<file path="config.mk">
export PLATFORM = sky130hd
export DESIGN_NAME = alu_fpga_ctrl
export DESIGN_NICKNAME = d
export VERILOG_FILES = /design/src/rtl/alu_fpga_ctrl.sv
export SDC_FILE = /design/constraint.sdc
export NUM_CORES = 1
export LEC_CHECK = 0
export ABC_AREA = 1
export BUFFER_PORTS_ARGS = -buffer_cell sky130_fd_sc_hd__buf_2
export CORE_ASPECT_RATIO = 1.5
export CORE_UTILIZATION = 51
export CTS_CLUSTER_SIZE = 14
export DETAILED_ROUTE_END_ITERATION = 10
export PLACE_DENSITY = 0.78
export SYNTH_ARGS = -nofsm -noshare
export SYNTH_HDL_FRONTEND = slang
export SYNTH_SLANG_ARGS = --single-unit
export TNS_END_PERCENT = 20
</file>
<file path="constraint.sdc">
create_clock -name CLOCK_50 -period 4.6 [get_ports CLOCK_50]
set_input_delay 0.46 -clock CLOCK_50 [delete_from_list [all_inputs] [get_ports CLOCK_50]]
set_output_delay 0.46 -clock CLOCK_50 [all_outputs]
set_load 0.1 [all_outputs]
</file>
<file path="src/rtl/alu_fpga_ctrl.sv">
// alu_fpga_ctrl: DE2 operator console wrapped around the ALU.
// Conditions the four pushbuttons, sequences the load-A / load-B / select-op /
// run steps, registers operands and opcode, latches the ALU result and flags,
// and drives DIGITS seven-segment digits plus the status LEDs.
`timescale 1ns/1ps

module alu_fpga_ctrl #(
    parameter int DIGITS          = 8,
    parameter int DEBOUNCE_CYCLES = 500000
) (
    input  logic                  CLOCK_50,
    input  logic                  RST,
    input  logic [3:0]            KEY,
    input  logic [17:0]           SW,
    output logic [3:0]            op,
    output logic [31:0]           port_a,
    output logic [31:0]           port_b,
    input  logic [31:0]           ans,
    input  logic                  nf,
    input  logic                  vf,
    input  logic                  zf,
    output logic [7*DIGITS-1:0]   HEX,
    output logic [17:0]           LEDR,
    output logic [8:0]            LEDG
);

    localparam int             CW      = $clog2(DEBOUNCE_CYCLES + 1);
    localparam logic [CW-1:0]  CNT_MAX = CW'(DEBOUNCE_CYCLES);

    typedef enum logic [1:0] {S_LOAD_A, S_LOAD_B, S_OP, S_RUN} state_t;
    typedef enum logic [1:0] {V_RES, V_A, V_B} view_t;

    // Active-low seven-segment pattern for one hex nibble, bit order g..a.
    function automatic logic [6:0] seg7(input logic [3:0] nib);
        case (nib)
            4'h0:    return 7'b1000000;
            4'h1:    return 7'b1111001;
            4'h2:    return 7'b0100100;
            4'h3:    return 7'b0110000;
            4'h4:    return 7'b0011001;
            4'h5:    return 7'b0010010;
            4'h6:    return 7'b0000010;
            4'h7:    return 7'b1111000;
            4'h8:    return 7'b0000000;
            4'h9:    return 7'b0010000;
            4'hA:    return 7'b0001000;
            4'hB:    return 7'b0000011;
            4'hC:    return 7'b0100111;
            4'hD:    return 7'b0100001;
            4'hE:    return 7'b0000110;
            default: return 7'b0001110;
        endcase
    endfunction

    // True when any nibble beyond the driven digits is nonzero.
    function automatic logic hidden_nz(input logic [31:0] v);
        logic r;
        r = 1'b0;
        for (int i = 0; i < 8; i++) begin
            if (i >= DIGITS && v[4*i +: 4] != 4'h0) begin
                r = 1'b1;
            end
        end
        return r;
    endfunction

    // Display view rotation RES -> A -> B -> RES.
    function automatic view_t view_next(input view_t v);
        case (v)
            V_RES:   return V_A;
            V_A:     return V_B;
            default: return V_RES;
        endcase
    endfunction

    logic [3:0]     key_p0;
    logic [3:0]     key_p1;
    logic [3:0]     db;
    logic [CW-1:0]  cnt [4];
    logic [3:0]     kp;

    state_t         state;
    view_t          view;
    logic [31:0]    res_q;
    logic           zf_q;
    logic           nf_q;
    logic           vf_q;

    logic [31:0]    sw_val;
    logic [31:0]    dval;

    assign sw_val = {{16{SW[16]}}, SW[15:0]};

    // Two-flop synchroniser for the asynchronous pushbuttons (idle high).
    always_ff @(posedge CLOCK_50 or posedge RST) begin
        if (RST) begin
            key_p0 <= 4'hF;
            key_p1 <= 4'hF;
        end else begin
            key_p0 <= KEY;
            key_p1 <= key_p0;
        end
    end

    // Debounce: a change must persist until the counter reaches its limit.
    always_ff @(posedge CLOCK_50 or posedge RST) begin
        if (RST) begin
            db <= 4'hF;
            for (int k = 0; k < 4; k++) begin
                cnt[k] <= '0;
            end
        end else begin
            for (int k = 0; k < 4; k++) begin
                if (key_p1[k] != db[k]) begin
                    if (cnt[k] == CNT_MAX) begin
                        db[k]  <= ~db[k];
                        cnt[k] <= '0;
                    end else begin
                        cnt[k] <= cnt[k] + CW'(1);
                    end
                end else begin
                    cnt[k] <= '0;
                end
            end
        end
    end

    // Press pulse: the cycle whose edge flips a debounced level from 1 to 0.
    always_comb begin
        kp = 4'b0000;
        for (int k = 0; k < 4; k++) begin
            kp[k] = db[k] && !key_p1[k] && (cnt[k] == CNT_MAX);
        end
    end

    // Operator sequencer with operand/opcode registers and result capture.
    always_ff @(posedge CLOCK_50 or posedge RST) begin
        if (RST) begin
            state  <= S_LOAD_A;
            view   <= V_RES;
            port_a <= 32'd0;
            port_b <= 32'd0;
            op     <= 4'd0;
            res_q  <= 32'd0;
            zf_q   <= 1'b0;
            nf_q   <= 1'b0;
            vf_q   <= 1'b0;
        end else begin
            if (state == S_RUN) begin
                res_q <= ans;
                zf_q  <= zf;
                nf_q  <= nf;
                vf_q  <= vf;
            end
            if (kp[1]) begin
                state  <= S_LOAD_A;
                port_a <= 32'd0;
                port_b <= 32'd0;
                op     <= 4'd0;
                res_q  <= 32'd0;
                zf_q   <= 1'b0;
                nf_q   <= 1'b0;
                vf_q   <= 1'b0;
            end else if (kp[0]) begin
                case (state)
                    S_LOAD_A: begin
                        port_a <= sw_val;
                        state  <= S_LOAD_B;
                    end
                    S_LOAD_B: begin
                        port_b <= sw_val;
                        state  <= S_OP;
                    end
                    S_OP: begin
                        op    <= SW[3:0];
                        view  <= V_RES;
                        state <= S_RUN;
                    end
                    default: begin
                        state <= S_LOAD_A;
                    end
                endcase
            end else if (kp[2]) begin
                if (state == S_RUN) begin
                    view <= view_next(view);
                end
            end else if (kp[3]) begin
                // Reserved key: debounced like the others but has no action.
            end
        end
    end

    // Switch mirror on the red LEDs.
    always_ff @(posedge CLOCK_50 or posedge RST) begin
        if (RST) begin
            LEDR <= 18'd0;
        end else begin
            LEDR <= SW;
        end
    end

    // Select the value shown on the seven-segment display.
    always_comb begin
        dval = sw_val;
        case (state)
            S_LOAD_A, S_LOAD_B: dval = sw_val;
            S_OP:               dval = {28'd0, SW[3:0]};
            default: begin
                case (view)
                    V_A:     dval = port_a;
                    V_B:     dval = port_b;
                    default: dval = res_q;
                endcase
            end
        endcase
    end

    for (genvar i = 0; i < DIGITS; i++) begin : g_digit
        assign HEX[7*i +: 7] = seg7(dval[4*i +: 4]);
    end

    assign LEDG[0] = (state == S_LOAD_A);
    assign LEDG[1] = (state == S_LOAD_B);
    assign LEDG[2] = (state == S_OP);
    assign LEDG[3] = (state == S_RUN);
    assign LEDG[4] = zf_q;
    assign LEDG[5] = nf_q;
    assign LEDG[6] = vf_q;
    assign LEDG[7] = (view != V_RES);
    assign LEDG[8] = hidden_nz(dval);

endmodule

</file>
==> Yosys cells after proc, flatten, opt, wreduce, memory -nomap -nowiden <==
Memory sizes are Yosys's and may differ from the RTL's.
Index checks and enable logic that the tools add are counted.
{ "totals": {"ff_bits": 191, "romBits": 896, "input_bits": 59, "output_inout_bits": 151, "elab_cells": 105, "memories": 8} }
{ "mem_list": {"columns": ["name", "words", "word_bits", "read_ports", "rd_clocked_by_memory_dff", "wr", "line_no", "text"], "rows": [
  ["(name not given)", 16, 7, 1, 0, 0, "35", "case (nib)"],
  ["(name not given)", 16, 7, 1, 0, 0, "35", null],
  ["(name not given)", 16, 7, 1, 0, 0, "35", null],
  ["(name not given)", 16, 7, 1, 0, 0, "35", null],
  ["(name not given)", 16, 7, 1, 0, 0, "35", null],
  ["(name not given)", 16, 7, 1, 0, 0, "35", null],
  ["+2 memories", null, null, null, null, null, null, null]
]} }
{ "op_classes": {"n_addsub": 3, "eq_ne": 12, "muxes": 33, "n_bitwise": 4, "reduce_logical": 27} }
{ "op_table": {"columns": ["cell", "n"], "rows": [
  ["$mux W32", 8],
  ["$pmux W32 S2", 2],
  ["$mux W19", 6],
  ["$add A19 B1 Y19 const B", 3],
  ["$eq A19 B19 Y1 const B", 3],
  ["$reduce_bool A2 Y1", 8],
  ["$mux W2", 6],
  ["$mux W4", 3],
  ["$reduce_and A2 Y1", 6],
  ["$eq A2 B2 Y1 const B", 3],
  ["$logic_and A1 B1 Y1", 6],
  ["$mux W1", 6],
  ["$pmux W2 S3", 1],
  ["$eq A2 B1 Y1 const B", 2],
  ["$logic_not A2 Y1", 2],
  ["$not A1 Y1", 4],
  ["$pmux W2 S2", 1],
  ["$reduce_and A4 Y1", 1],
  ["$logic_not A1 Y1", 3],
  ["$ne A1 B1 Y1", 3],
  ["$ne A2 B2 Y1 const B", 1],
  ["$reduce_or A2 Y1", 1]
]} }

==> Longest topological paths before layout <==
{ "depth": {"word_depth": 5, "mapped_depth": 17, "ltp_nobuf": 16} }

==> Worst setup path after synthesis <==
No wires, ideal clock.
{ "synth_path": {"path_type": "register to output", "startpoint": "reg state[0]", "endpoint": "out HEX[8]", "arrival_time_ns": 4.738, "t_required_ns": 4.140, "slack_ns": -0.598, "path_stages_with_launch": 10, "path_buffers": 1, "cell_sequence": "dfrtp_1 -> ha_1 -> inv_2 -> buf_2 -> a32oi_1 -> inv_1 -> ha_1 -> inv_1 -> nand2_1 -> o21ai_0"} }
{ "synth_via": {"elab_chain_len": 4, "word_cells_on_any_way": 6, "classes_between": "eq/ne (2); mux (1); reduce/logical (2); memory (1)"} }
{ "synth_rtl": {"columns": ["item", "line_no", "text"], "rows": [
  ["from (decl)", "82", "state_t state;"],
  ["from (signal assigned)", "139", "state <= S_LOAD_A;"],
  ["from (signal assigned)", "156", "state <= S_LOAD_A;"],
  ["from (signal assigned)", "168", "state <= S_LOAD_B;"],
  ["$eq A2 B1 Y1 / $logic_not A2 Y1 (equally long branches)", "205", "case (state)"],
  ["$reduce_or A2 Y1", "205", null],
  ["$pmux W32 S2 *", "205", null],
  ["$mem_v2 Z16 W7 *", null, null],
  ["to (decl)", "22", "output logic [7*DIGITS-1:0] HEX,"]
]} }
Every way passes the cells marked *; elsewhere a longest branch is shown, timed or not.

==> Worst setup path after layout <==
{ "layout_path": {"startpoint": "reg view[0]", "endpoint": "out HEX[33]"} }
{ "layout_via": {"elab_chain_len": 4, "word_cells_on_any_way": 5, "classes_between": "eq/ne (2); mux (2); memory (1)"} }
{ "layout_rtl": {"columns": ["item", "line_no", "text"], "rows": [
  ["from (decl)", "83", "view_t view;"],
  ["from (signal assigned)", "185", "view <= view_next(view);"],
  ["$eq A2 B2 Y1 / $eq A2 B1 Y1 (equally long branches)", "209", "case (view)"],
  ["$pmux W32 S2 *", "209", null],
  ["$pmux W32 S2 *", "205", null],
  ["$mem_v2 Z16 W7 *", null, null]
]} }
Marks and branches as above.

==> run_results.csv <==
group,metric,value,unit
logic_synthesis,yosys-mux-area-fraction,0,
clock_tree,clkLatencyLatePin,440,ps
logic_synthesis,ys_seq_area_frac,0.386,
logic_synthesis,synth_compound_area_frac,0.0695,
routing,drtAntennaViolNets,0,
grt,grt_max_degree,162,
place,pre_cts_slack,1030,ps
layout,fin_nets,1770,
sta,hold_slack,111,ps
place,place_area,11500,sq um
setup_path,crit_type,"reg -> out",
place,numPortBuffers,207,
sta,min_period_over_period,0.884,
routing,wl,26.4,mm
power,power_density,300,nW/um^2
sta,finClkSkew,13.9,ps
sta,layout_min_cycle_time,4070,ps
routing,viasPerCell,5.15,
grt,track_usage,0.256,
routing,vias,9910,
layout,drive_gt1_frac,0.190,
clock_tree,htreeDepth,4,
sta,fmax,246,MHz
setup_path,path_cells,"inv_1 -> ha_1 -> nand2_1 -> o21ai_1 -> nand2_1 -> nand2_1 -> inv_2 -> nand2_1 -> nand2_1 -> inv_1 -> ha_1 -> nand2_1 -> o21ai_0 -> nand2_1 -> nand2_1 -> buf_2",
clock_tree,postCtsHoldBufs,0,
layout,area_growth,15.7,%
sta,grt_setup_unrepaired,"no",
sta,maxSlewViolCount,0,
clock_tree,cts.clk_slew.worst_paths,70,ps
logic_synthesis,synthAdderAreaFrac,0.0729,
logic_synthesis,synth-simple-area-share,0.336,
grt,grt_first_pass_wirelength,43.4,mm
worst_hold_path,hp-start,"KEY[2]",
grt,grt_overflow,0,
logic_synthesis,ys_seq_elements,161,
clock_tree,clockBufferDepth,2,
grt,grt_pass1_vias,9304,
sta,worstMarginPinSlew,868,ps
setup_path,worstPathRequired,4140,ps
clock_tree,ctsRootBufferMaster,"clkbuf_16",
setup_path,startpoint,"view[0]$_DFFE_PP0P_",
setup_path,r2r_start,"cnt[57]$_DFF_PP0_",
place,place.gp.congestion,0.896,
worst_hold_path,min_path_type,"in -> reg",
routing,drc_errors,0,
die,die_w,119,um
job,max_cap_violations,0,
setup_path,cpMaxStageDelayCell,"ha_1",
setup_path,arrival,3610,ps
sta,finalHoldViolations,0,
logic_synthesis,synth_area,10500,sq um
place,dp_hpwl,19.3,mm
logic_synthesis,ys.warnings.count,0,
die,die_h,177,um
sta,slew_headroom,0.421,
die,num_rows,63,
setup_path,cpMostUsedCell,"nand2_1",
logic_synthesis,synth_top_family_by_area,"simple AND/OR/NAND/NOR gates",
logic_synthesis,yosysUniqueCellTypes,38,
logic_synthesis,syn_inst,1486,
sta,timing.setup.tns,0,ps
routing,wire_per_inst,13.7,um
setup_path,cp-start-kind,"flip-flop",
logic_synthesis,syn_nets,1606,
routing,drt-pass1-iter-count,6,
power,leakagePower,6.40,nW
die,initial_utilization,0.525,
clock_tree,cts.sinks,161,
grt,grt_antenna_before_repair,0,
die,num_io_pins,210,
sta,fin_ws,533,ps
clock_tree,postCtsResizedCells,0,
logic_synthesis,synth-xor-area-share,0.0184,
setup_path,cp_slowest_stage_delay,620,ps
logic_synthesis,syn_avg_cell_area,7.04,sq um
clock_tree,cts_buffers,17,
layout,n_antenna_cell,0,
die,core_area,19900,sq um
setup_path,path_max_fanout,17,
setup_path,worst_setup_path_end_kind,"primary output",
clock_tree,cts_tree,"built",
layout,final_area,12100,sq um
clock_tree,postCtsSetupBuffers,0,
sta,setup-violations-final,0,
routing,drtIter0Drc,750,
power,ir_drop,0.252,mV
power,power.total,3.64,mW
die,dieArea,21100,sq um
status,status,"completed",
## per-stage QoR
step | cells | utilization
3_5_place_dp | 1891 | 0.576
3_3_place_gp | 1891 | 0.576
6_report | 1923 | 0.607
5_1_grt | 1923 | 0.607
4_1_cts | 1923 | 0.607
2_1_floorplan | 1486 | -
## registers in the layout (all words and copies together), names as in the netlist, 4 cells and up
register  cells
cnt          57
op            4
port_a       17
res_q        32
LEDR         18
port_b       17
## area by class of cell
type	count	area (sq um)
sequential	161	4040
timing repair buffer	214	1100
fill	1773	7840
multi-input combinational	1048	5230
clock buffer	17	425
inverter	208	785
clock inverter	15	200
tap	260	325
## cell usage after synthesis
cell / n / share of area
buf_6: 3 / 0.0032
o21ai_0: 45 / 0.022
nor3_1: 31 / 0.015
nor2_1: 125 / 0.045
buf_1: 4 / 0.0014
nand2_2: 5 / 0.0030
inv_1: 171 / 0.061
a32oi_1: 3 / 0.0025
clkinv_1: 6 / 0.0022
nor3_2: 2 / 0.0019
nand3_2: 2 / 0.0019
a21oi_4: 4 / 0.0062
conb_1: 1 / 0.00036
o211a_1: 1 / 0.00096
nor2_4: 4 / 0.0043
o31ai_1: 4 / 0.0029
xor2_1: 12 / 0.010
xnor2_1: 10 / 0.0084
dfrtp_1: 152 / 0.36
a211oi_1: 1 / 0.00072
clkbuf_1: 9 / 0.0032
a31oi_1: 3 / 0.0018
nand3_1: 116 / 0.055
nor2_2: 3 / 0.0018
nand4_1: 21 / 0.013
buf_4: 36 / 0.026
o211ai_1: 8 / 0.0057
o21ai_1: 15 / 0.0072
dfstp_2: 9 / 0.023
nor4_1: 6 / 0.0036
nand3_4: 1 / 0.0017
a32oi_2: 3 / 0.0047
a21oi_1: 32 / 0.015
buf_2: 17 / 0.0081
nor3b_1: 2 / 0.0014
nand2_1: 527 / 0.19
inv_2: 31 / 0.011
ha_1: 61 / 0.073
## critical path: cells and delay by family, from the launching register on
family	cells	cell delay, ps
adders and majority gates	2	800
DFF	1	400
and+or+nand+nor	8	810
buffers and inverters	4	820
AOI/OAI and AO/OA	2	330
## power by group
group	switching, mW	internal, mW
logic	0.563	0.119
clock network	0.638	0.873
registers	0.00854	1.43
total	1.21	2.43
## final timing paths
| check | endpoint | slack, ps | cells after the start |
|---|---|---|---|
| min reg2reg | key_p1[2]$_DFF_PP1_ | 360 | 0 |
| max reg2reg | port_b[14]$_DFFE_PP0P_ | 2440 | 13 |
| min | key_p0[2]$_DFF_PP1_ | 110 | 1 |
| min in group asynchronous | LEDR[1]$_DFF_PP0_ | 260 | 3 |
| max | HEX[33] | 530 | 16 |
| max in group asynchronous | LEDR[11]$_DFF_PP0_ | 3710 | 3 |
## cells by family after synthesis
group           count (synthesis)
simple gates                  845
xor+xnor                       22
buf+inv                       277
fa+ha+maj                      61
other cells                     1
compound gates                119
flops                         161
## metal layers
layer / vias to the layer above / routed length, um / track usage
li1: 4946 / - / -
met3: 60 / 1320 / 0.0363
met2: 308 / 13600 / 0.461
met1: 4596 / 10600 / 0.300
met5: - / 0 / 0
met4: 0 / 869 / 0.115
## cell usage in the layout (no fill, tap or decap), drive strengths merged
cell type | netlist | final
clkinvlp | 0 | 3
buf | 60 | 214
inv | 202 | 207
a31oi | 3 | 3
clkinv | 6 | 10
nand3 | 119 | 119
xor2 | 12 | 12
nand2 | 532 | 532
o211ai | 8 | 8
ha | 61 | 61
nor3 | 33 | 33
o21ai | 60 | 60
o31ai | 4 | 4
clkbuf | 9 | 17
a21oi | 36 | 36
a32oi | 6 | 6
a211oi | 1 | 1
nor3b | 2 | 2
nand4 | 21 | 21
o211a | 1 | 1
xnor2 | 10 | 10
nor2 | 132 | 132
dfrtp | 152 | 152
bufinv | 0 | 3
dfstp | 9 | 9
nor4 | 6 | 6
conb | 1 | 1
(Power assumes the default switching activity.)
